--- src/rtl/id_compare_sequencer.sv ---
// rtl/id_compare_sequencer.sv - CAN bit front end and sequencer for the identifier comparator
// Build option: define IDSEQ_MAJORITY_VOTE_EN to take each bit value as the 2-of-3 majority
// of the three sample instants instead of the third sample alone.
module id_compare_sequencer #(
   parameter int BIT_CYCLES = 100,
   parameter int SAMPLE_POS = 60,
   parameter int SAMPLE_GAP = 2,
   parameter int IDLE_BITS  = 11,
   parameter int ID_BITS    = 12,
   parameter int WAIT_BITS  = 2
) (
   input  logic        clk,
   input  logic        resetN,
   input  logic        canRx,
   input  logic        cmpDone,
   input  logic        cmpMatch,
   output logic        cmpResetN,
   output logic        cmpEnable,
   output logic        cmpData,
   output logic        cmpSamplePulse,
   output logic        busIdle,
   output logic        frameMatch,
   output logic        frameMiss,
   output logic        stuffError,
   output logic [15:0] matchCount,
   output logic [2:0]  state
);
   localparam int TW          = $clog2(BIT_CYCLES);
   localparam int IW          = $clog2(IDLE_BITS + 1);
   localparam int BW          = $clog2(ID_BITS + 1);
   localparam int WAIT_CYCLES = WAIT_BITS * BIT_CYCLES;
   localparam int WW          = $clog2(WAIT_CYCLES);

   localparam logic [TW-1:0] T_S1   = TW'(SAMPLE_POS);
   localparam logic [TW-1:0] T_S2   = TW'(SAMPLE_POS + SAMPLE_GAP);
   localparam logic [TW-1:0] T_S3   = TW'(SAMPLE_POS + 2 * SAMPLE_GAP);
   localparam logic [TW-1:0] T_LAST = TW'(BIT_CYCLES - 1);
   localparam logic [IW-1:0] IDLE_LAST = IW'(IDLE_BITS - 1);
   localparam logic [BW-1:0] BIT_LAST  = BW'(ID_BITS - 1);
   localparam logic [WW-1:0] WAIT_LAST = WW'(WAIT_CYCLES - 1);

   typedef enum logic [2:0] {
      S_BUSWAIT = 3'd0,
      S_IDLE    = 3'd1,
      S_STREAM  = 3'd2,
      S_WAIT    = 3'd3
   } state_t;

   state_t        state_q, state_d;
   logic          rx_meta_q, rx_meta_d;
   logic          rx_s_q, rx_s_d;
   logic [TW-1:0] timer_q, timer_d;
   logic [IW-1:0] idle_q, idle_d;
   logic [BW-1:0] bit_cnt_q, bit_cnt_d;
   logic [2:0]    run_q, run_d;
   logic          last_q, last_d;
   logic [WW-1:0] wait_q, wait_d;
   logic [15:0]   match_cnt_q, match_cnt_d;

   logic at_s1, at_s2, at_s3, bit_val, stuff_bit;

   assign at_s1     = (timer_q == T_S1);
   assign at_s2     = (timer_q == T_S2);
   assign at_s3     = (timer_q == T_S3);
   // Five equal bits in a row means the next bit on the wire is a stuff bit.
   assign stuff_bit = (run_q == 3'd5);

`ifdef IDSEQ_MAJORITY_VOTE_EN
   logic s1_q, s1_d, s2_q, s2_d;

   // Capture rxS at the first two sample instants for the majority vote.
   always_comb begin
      s1_d = s1_q;
      s2_d = s2_q;
      if (at_s1) s1_d = rx_s_q;
      if (at_s2) s2_d = rx_s_q;
   end

   // Sample holding registers.
   always_ff @(posedge clk or negedge resetN) begin
      if (!resetN) begin
         s1_q <= 1'b1;
         s2_q <= 1'b1;
      end else begin
         s1_q <= s1_d;
         s2_q <= s2_d;
      end
   end

   assign bit_val = (s1_q & s2_q) | (s1_q & rx_s_q) | (s2_q & rx_s_q);
`else
   assign bit_val = rx_s_q;
`endif

   assign cmpData    = rx_s_q;
   assign matchCount = match_cnt_q;
   assign state      = state_q;

   // Next-state, bit timing, destuffing and per-frame reporting.
   always_comb begin
      rx_meta_d      = canRx;
      rx_s_d         = rx_meta_q;
      timer_d        = (timer_q == T_LAST) ? '0 : timer_q + 1'b1;
      state_d        = state_q;
      idle_d         = idle_q;
      bit_cnt_d      = bit_cnt_q;
      run_d          = run_q;
      last_d         = last_q;
      wait_d         = wait_q;
      match_cnt_d    = match_cnt_q;
      cmpResetN      = 1'b0;
      cmpEnable      = 1'b0;
      cmpSamplePulse = 1'b0;
      busIdle        = 1'b0;
      frameMatch     = 1'b0;
      frameMiss      = 1'b0;
      stuffError     = 1'b0;
      case (state_q)
         S_BUSWAIT: begin
            if (at_s3) begin
               if (!bit_val) begin
                  idle_d = '0;
               end else if (idle_q == IDLE_LAST) begin
                  idle_d  = '0;
                  state_d = S_IDLE;
               end else begin
                  idle_d = idle_q + 1'b1;
               end
            end
         end
         S_IDLE: begin
            busIdle = 1'b1;
            // SOF: rxS is about to fall, so the timer restarts on that same edge.
            if (rx_s_q && !rx_meta_q) begin
               timer_d   = '0;
               bit_cnt_d = '0;
               run_d     = 3'd0;
               state_d   = S_STREAM;
            end
         end
         S_STREAM: begin
            cmpResetN = 1'b1;
            cmpEnable = 1'b1;
            if (!stuff_bit && (at_s1 || at_s2 || at_s3)) cmpSamplePulse = 1'b1;
            if (at_s3) begin
               if (stuff_bit) begin
                  if (bit_val == last_q) begin
                     stuffError = 1'b1;
                     state_d    = S_BUSWAIT;
                  end else begin
                     run_d  = 3'd1;
                     last_d = bit_val;
                  end
               end else begin
                  run_d     = (run_q != 3'd0 && bit_val == last_q) ? run_q + 3'd1 : 3'd1;
                  last_d    = bit_val;
                  bit_cnt_d = bit_cnt_q + 1'b1;
                  if (bit_cnt_q == BIT_LAST) begin
                     wait_d  = '0;
                     state_d = S_WAIT;
                  end
               end
            end
         end
         S_WAIT: begin
            cmpResetN = 1'b1;
            // The comparator's answer takes priority over a coincident timeout.
            if (cmpDone) begin
               state_d = S_BUSWAIT;
               if (cmpMatch) begin
                  frameMatch = 1'b1;
                  if (match_cnt_q != 16'hFFFF) match_cnt_d = match_cnt_q + 16'd1;
               end else begin
                  frameMiss = 1'b1;
               end
            end else if (wait_q == WAIT_LAST) begin
               stuffError = 1'b1;
               state_d    = S_BUSWAIT;
            end else begin
               wait_d = wait_q + 1'b1;
            end
         end
         default: state_d = S_BUSWAIT;
      endcase
   end

   // State and datapath registers.
   always_ff @(posedge clk or negedge resetN) begin
      if (!resetN) begin
         state_q     <= S_BUSWAIT;
         rx_meta_q   <= 1'b1;
         rx_s_q      <= 1'b1;
         timer_q     <= '0;
         idle_q      <= '0;
         bit_cnt_q   <= '0;
         run_q       <= 3'd0;
         last_q      <= 1'b1;
         wait_q      <= '0;
         match_cnt_q <= 16'd0;
      end else begin
         state_q     <= state_d;
         rx_meta_q   <= rx_meta_d;
         rx_s_q      <= rx_s_d;
         timer_q     <= timer_d;
         idle_q      <= idle_d;
         bit_cnt_q   <= bit_cnt_d;
         run_q       <= run_d;
         last_q      <= last_d;
         wait_q      <= wait_d;
         match_cnt_q <= match_cnt_d;
      end
   end

endmodule
--- config.mk ---
export PLATFORM = sky130hd
export DESIGN_NAME = id_compare_sequencer
export DESIGN_NICKNAME = d
export VERILOG_FILES = /design/src/rtl/id_compare_sequencer.sv
export SDC_FILE = /design/constraint.sdc
export NUM_CORES = 1
export LEC_CHECK = 0
export CORE_ASPECT_RATIO = 0.7
export CORE_MARGIN = 3
export CORE_UTILIZATION = 45
export CTS_CLUSTER_SIZE = 20
export DETAILED_ROUTE_END_ITERATION = 7
export DONT_BUFFER_PORTS = 1
export GPL_TIMING_DRIVEN = 0
export PLACE_DENSITY = 0.61
export SYNTH_ARGS = -nofsm -noshare
export SYNTH_HDL_FRONTEND = slang
export SYNTH_SLANG_ARGS = --single-unit
--- constraint.sdc ---
create_clock -name clk -period 2.2 [get_ports clk]
set_input_delay 0.11 -clock clk [delete_from_list [all_inputs] [get_ports clk]]
set_output_delay 0.11 -clock clk [all_outputs]
set_load 0.02 [all_outputs]
==> results of run 1 <==
## repair_timing
action / 4_1_cts / 5_1_grt
resized for setup: 2 / 10
hold buffers: 3 / 0
hold endpoints to repair: 48 / 0
pin swaps: 0 / 2
endpoints found under the setup margin: 9 / 8
setup buffers: 0 / 1
## metal layers
layer  vias up  wire length (um)
met5         -                 0
met4         0                53
met3         5               264
met2        32              2190
met1       963              2900
li1        990                 -
## power by group
| part | internal (mW) | total, mW | switching [mW] | leakage (nW) |
|---|---|---|---|---|
| sequential | 0.990 | 1.17 | 0.181 | 0.603 |
| combinational | 0.216 | 0.441 | 0.225 | 0.636 |
| clock | 0.223 | 0.491 | 0.268 | 0.0422 |
| total | 1.43 | 2.10 | 0.674 | 1.28 |
## critical path, cell delays in order, from the launching register on
cell	delay [ps]
dfrtp_1	470
clkbuf_2	230
nand2b_1	310
inv_2	220
o2111ai_1	230
a32o_1	320
a41o_1	190
## metrics by stage
step                      utilization, %  hold WS [ps]
after floorplan                        -          -186
after global placement              50.2          -184
after detailed placement            50.2          -184
after CTS                           52.7          56.3
after global routing                53.3          84.6
final                               53.3          73.6
## layout make-up
class                      count  area (um^2)
timing repair buffer           4         55.1
multi-input combinational    199         1420
sequential                    47         1180
inverter                      13         48.8
tap                           72         90.1
clock buffer                   7         76.3
buffer                         6         31.3
clock inverter                 1         5.00
fill                         481         2550
## layout by cell type, fill, tap and decap left out, types with 4 or more instances in the layout
master and n:
nand2_1 18, nor2_1 20, a21oi_1 16, ha_1 10, dfrtp_1 44, a31oi_1 7, xor2_1 12, nand3_1 11
and3_1 9, clkbuf_1 5, o21ai_0 12, nand3b_1 4, nand2b_1 7, nand4_1 7, xnor2_1 4, nor3_1 7
nor3b_1 4, clkbuf_8 5, inv_1 10
## how the worst max path moves through the flow
stage               startpoint  cells past startpoint        endpoint  slack (ps)
floorplan           timer_q[0]                      5  cmpSamplePulse         180
global placement      state[0]                      5        run_q[2]        -100
detailed placement    state[0]                      5        run_q[2]         -80
CTS                 timer_q[0]                      5  cmpSamplePulse        -100
global route        timer_q[0]                      6      stuffError           2
finish                state[0]                      6        run_q[2]         120
## state kept, by name (all words and copies together), names as in the netlist
signal / flops
timer_q: 7
bit_cnt_q: 4
last_q: 1
cmpData: 1
matchCount: 16
idle_q: 4
rx_meta_q: 1
wait_q: 8
state: 2
run_q: 3
## logic make-up after synthesis
logic type / count (synthesis) / share of synthesized area [%]
AO/OA/AOI/OAI: 56 / 13.7
XOR/XNOR: 16 / 5.30
adder cells (fa/ha/maj): 11 / 5.21
buffers and inverters: 19 / 3.03
flip-flops: 47 / 44.6
multiplexers: 6 / 2.41
other: 1 / 0.142
AND/OR/NAND/NOR: 109 / 25.6
==> out/results.ini, run 1 <==
[run_status]
outcome = complete, no violations

[drt]
wl_per_cell_um = 15.5
firstDrtPassIters = 4
drc_errors = 0
viasPerCell = 5.70
ant_nets = 0
vias = 1990
totalWireLength_mm = 5.42
drt_iter0_markers = 117

[die]
num_rows = 22
num_io_pins = 32
die_h_um = 70.1
die_w_um = 97.6
start_util_pct = 48.5
coreArea_mm2 = 0.00545
die-area_mm2 = 0.00685

[power]
p_per_area_mw_per_mm2 = 724
power_mw = 2.10
leakagePower_nw = 1.28
ir_worst_vdd_uv = 417

[logic_synthesis]
netlist.area_leader.share_pct = 41.6
synth.avg_cell_area_um2 = 9.98
async_reset_ff_share_pct = 100
synth-edff-count = 0
synth.most_common_cell = dfrtp_1
syn_inst = 265
syn-num-nets = 281
ys_top_cells_by_count = dfrtp_1 (44), nor2_1 (20), nand2_1 (19)
synth_flop_cell = dfrtp_1
synthesis.area_mm2 = 0.00264
yosysSeqAreaShare_pct = 44.6
ys_ff_latch = 47
synthTopCellsByArea = dfrtp_1 (42%), ha_1 (5.2%), xor2_1 (4.0%)
yosysTopAreaCell = dfrtp_1
yosysWarnings = 0
ys_types = 51

[finish]
diodes = 0
fin_cells = 349
fin_nets = 292
syn_to_final_growth_pct = 9.80
drive_above_1_share_pct = 13.4
finalInstanceArea_mm2 = 0.00290

[cts]
path_clk_slew_ps = 80
cts_sinks = 47
htreeDepth = 2
clockBufferDepth = 2
clock_latency_ps = 290
root_buffer = clkbuf_8
cts_buffers = 5
cts_tree = done

[global_routing]
grt.overflow.total = 0
grt_pass1_vias = 1850
grtUsageMet2_pct = 22.6
grt_use_total_pct = 16.7
use_met3_pct = 4.89
grt_pass1_wl_mm = 9.36
antenna_found_initial = 0
gr-usage-met1_pct = 25.5
busiest_layer = met1
grt_max_degree = 48

[sta]
hold_violations = 0
tns_ps = 0
rsz0062_at_grt = no
slew_headroom_pct = 55.3
clock.fmax_mhz = 481
skew_ps = 7.48
finalCritPeriodShare_pct = 94.4
post-route-min-period_ps = 2080
setup_ws_ps = 122
worstMarginPinSlew_ps = 669
maxSlewViolCount = 0
setup_violations = 0

[place]
place.gp.congestion = 0.786
post-place-cells = 337
place_hpwl_mm = 3.92
dpl_worst_slack_ps = -78.3
dpl_cell_area_mm2 = 0.00273
io_buffers = 0

[critical_path]
rr_endpoint = run_q[2]
end_kind = flip-flop
cp_max_fo = 9
critPathKind = flip-flop to flip-flop
crit_arrival_ps = 2270
r2r_start = state[0]
critical_path_required_ps = 2390
crit_path_start_kind = flip-flop
r2r_cells = 6
r2r_slack_ps = 120

[worst_hold_path]
min_from = cmpDone
min_path_type = primary input to flip-flop
hold_end = wait_q[0]
min_path_cells = 3

[run]
cap_violations = 0

Power figures use the tool's default switching activity.
==> run 2, diff against run 1 <==
- ABC_AREA: default -> 1
- CTS_BUF_LIST: default -> sky130_fd_sc_hd__clkbuf_8
- CTS_CLUSTER_SIZE: 20 -> 25
==> out/results.ini, run 2 <==
[logic_synthesis]
yosysWarnings = 0  ; unchanged
synthTopCellsByArea = dfrtp_1 (37%), nand2_1 (16%), inv_1 (5.9%)
syn_inst = 400  ; +51%
yosysTopAreaCell = dfrtp_1
async_reset_ff_share_pct = 100  ; unchanged
ys_top_cells_by_count = nand2_1 (126), inv_1 (47), dfrtp_1 (44)
synth_flop_cell = dfrtp_1
synth-edff-count = 0  ; unchanged
ys_ff_latch = 47  ; unchanged
ys_types = 41  ; -20%
synthesis.area_mm2 = 0.00299  ; +13%
netlist.area_leader.share_pct = 36.8  ; -4.8 points
yosysSeqAreaShare_pct = 39.5  ; -5.2 points
synth.avg_cell_area_um2 = 7.48  ; -25%
syn-num-nets = 416  ; +48%
synth.most_common_cell = nand2_1

[cts]
htreeDepth = 2  ; unchanged
clockBufferDepth = 2  ; unchanged
cts_sinks = 47  ; unchanged
cts_setup_buffers = 0  ; unchanged
root_buffer = clkbuf_8
cts_buffers = 5  ; unchanged
clock_latency_ps = 310  ; +20 ps
cts_tree = done
path_clk_slew_ps = 100  ; +20 ps

[die]
num_io_pins = 32  ; unchanged
die_h_um = 74.2  ; +5.8%
die_w_um = 103  ; +6.0%
start_util_pct = 47.2  ; -1.3 points
coreArea_mm2 = 0.00634  ; +16%
num_rows = 24  ; +9.1%
die-area_mm2 = 0.00768  ; +12%

[finish]
largest_reg_flops = 16  ; unchanged
drive_above_1_share_pct = 9.98  ; -3.4 points
syn_to_final_growth_pct = 8.91
fin_nets = 426  ; +46%
mostFrequentLayoutCells = nand2_1 (126), inv_1 (48), dfrtp_1 (44), nor2_1 (40), nand3_1 (32)
fin_cells = 502  ; +44%
finalInstanceArea_mm2 = 0.00326  ; +12%
final_util_pct = 51.4  ; -1.9 points
diodes = 0  ; unchanged
final_common_cell = nand2_1

[global_routing]
antenna_found_initial = 0  ; unchanged
grt_use_total_pct = 17.8  ; +1.1 points
grt.overflow.total = 0  ; unchanged
grt_pass1_vias = 2130  ; +15%
grt_max_degree = 48  ; unchanged
grt_pass1_wl_mm = 10.7  ; +14%

[critical_path]
cp_max_fo = 7  ; -2
crit_chain = inv_1, ha_1, nand2_1, inv_1, nand3_1, o31ai_2
r2r_slack_ps = 330  ; +210 ps
r2r_start = matchCount[0]
critical_path_required_ps = 2090  ; -300 ps
startpoint = timer_q[0]
crit_path_frequent_cell = inv_1
critPathKind = flip-flop to output port
end_kind = output port
crit_end = stuffError
rr_endpoint = matchCount[15]
crit_arrival_ps = 1910  ; -360 ps
worst_path_dominant_cell_family = compound AO/OA/AOI/OAI gates
critical_path_buf_inv_count = 2  ; unchanged
r2r_cells = 9  ; +3
cp.depth = 6  ; unchanged
critPathMaxStageDelay_ps = 530  ; +60 ps
critPathSlowestCell = o31ai_2
crit_path_start_kind = flip-flop

[drt]
vias = 2472  ; +24%
totalWireLength_mm = 6.37  ; +18%
drt_iter0_markers = 124  ; +6.0%
ant_nets = 0  ; unchanged
wl_per_cell_um = 12.7  ; -18%
firstDrtPassIters = 5  ; +1
drc_errors = 0  ; unchanged
viasPerCell = 4.92  ; -14%

[sta]
tns_ps = 0  ; unchanged
rsz0062_at_grt = no
worstMarginPinSlew_ps = 536  ; -133 ps
post-route-min-period_ps = 2020  ; -58.0 ps
skew_ps = 9.59  ; +2.11 ps
clock.fmax_mhz = 495  ; +2.9%
setup_ws_ps = 180  ; +58.0 ps
maxSlewViolCount = 0  ; unchanged
finalCritPeriodShare_pct = 91.8  ; -2.6 points
hold_violations = 0  ; unchanged
setup_violations = 0  ; unchanged
slew_headroom_pct = 64.3  ; +9.0 points

[run_status]
outcome = complete, no violations

[run]
cap_violations = 0  ; unchanged

[power]
leakagePower_nw = 1.63  ; +27%
ir_worst_vdd_uv = 467  ; +12%
p_per_area_mw_per_mm2 = 905  ; +25%

[worst_hold_path]
min_path_type = primary input to flip-flop

[place]
io_buffers = 0  ; unchanged
place_hpwl_mm = 4.65  ; +19%
dpl_cell_area_mm2 = 0.00310  ; +14%
place.gp.congestion = 0.863  ; +9.8%
dpl_worst_slack_ps = 329  ; +407 ps
post-place-cells = 491  ; +46%

## run 2: changes by cell type after synthesis, moves of 5 or more
cell      delta
nor3_1       -5
a21oi_1     -10
xnor2_1      +6
nand3_1     +21
nor2_1      +20
nand2_1    +107
nand4_1      +6
a31oi_1      -7
nand2b_1     -7
inv_1       +34
and3_1       -9
## run 2: report_power, final
| part | total, mW | switching (mW) | internal [mW] | leakage, nW |
|---|---|---|---|---|
| clock | 0.595 | 0.312 | 0.283 | 0.0557 |
| combinational | 0.995 | 0.651 | 0.343 | 0.959 |
| sequential | 1.36 | 0.338 | 1.02 | 0.619 |
## run 2: logic make-up after synthesis
group / after synthesis / share of synthesized area (%)
adder cells (fa/ha/maj): 11 / 4.60
AO/OA/AOI/OAI: 34 / 6.86
AND/OR/NAND/NOR: 232 / 35.4
XOR/XNOR: 18 / 5.27
flip-flops: 47 / 39.5
other: 1 / 0.125
buffers and inverters: 57 / 8.24
## run 2: final cells by class
class / count / area (um^2)
multi-input combinational: 296 / 1570
tap: 91 / 114
clock inverter: 1 / 3.75
clock buffer: 7 / 96.3
fill: 627 / 3080
timing repair buffer: 3 / 47.5
sequential: 47 / 1180
buffer: 5 / 43.8
inverter: 52 / 203
## run 2: worst reg2reg max path, cell delays in order (launching register included)
cell and delay (ps):
dfrtp_1 570, ha_1 250, nand2_1 110, nor2_4 200
nand4_2 140, nand2_4 160, inv_6 60, buf_8 140
nand2_1 70, nand2_1 50
## run 2: worst min path at each step
stage	startpoint	end	slack [ps]	depth (start not counted)
6_report	cmpDone	wait_q[4]	190	5
5_1_grt	cmpDone	wait_q[4]	220	5
4_1_cts	cmpDone	wait_q[4]	180	5
3_5_place_dp	resetN	wait_q[5]	-180	0
3_3_place_gp	resetN	wait_q[3]	-180	0
2_1_floorplan	resetN	bit_cnt_q[0]	-190	0
## run 2: stage by stage
step	hold WS, ps	power (mW)
after floorplan	-186	2.11
after global placement	-183	2.33
after detailed placement	-183	2.34
after CTS	185	2.97
after global routing	223	3.18
final	188	2.95
## run 2: repair_timing
action,CTS,global route
setup endpoints to repair,1,0
resized for setup,1,0
hold buffers,3,0
hold endpoints to repair,48,0
## run 2: per-layer routing
metal  vias up  share of wire [%]  global-route usage [%]
met4         0                1.3                    5.60
met1      1128                 53                    29.1
met2        51                 40                    22.7
met3         8                5.2                    3.94
li1       1285                  -                       -
met5         -                  0                       0
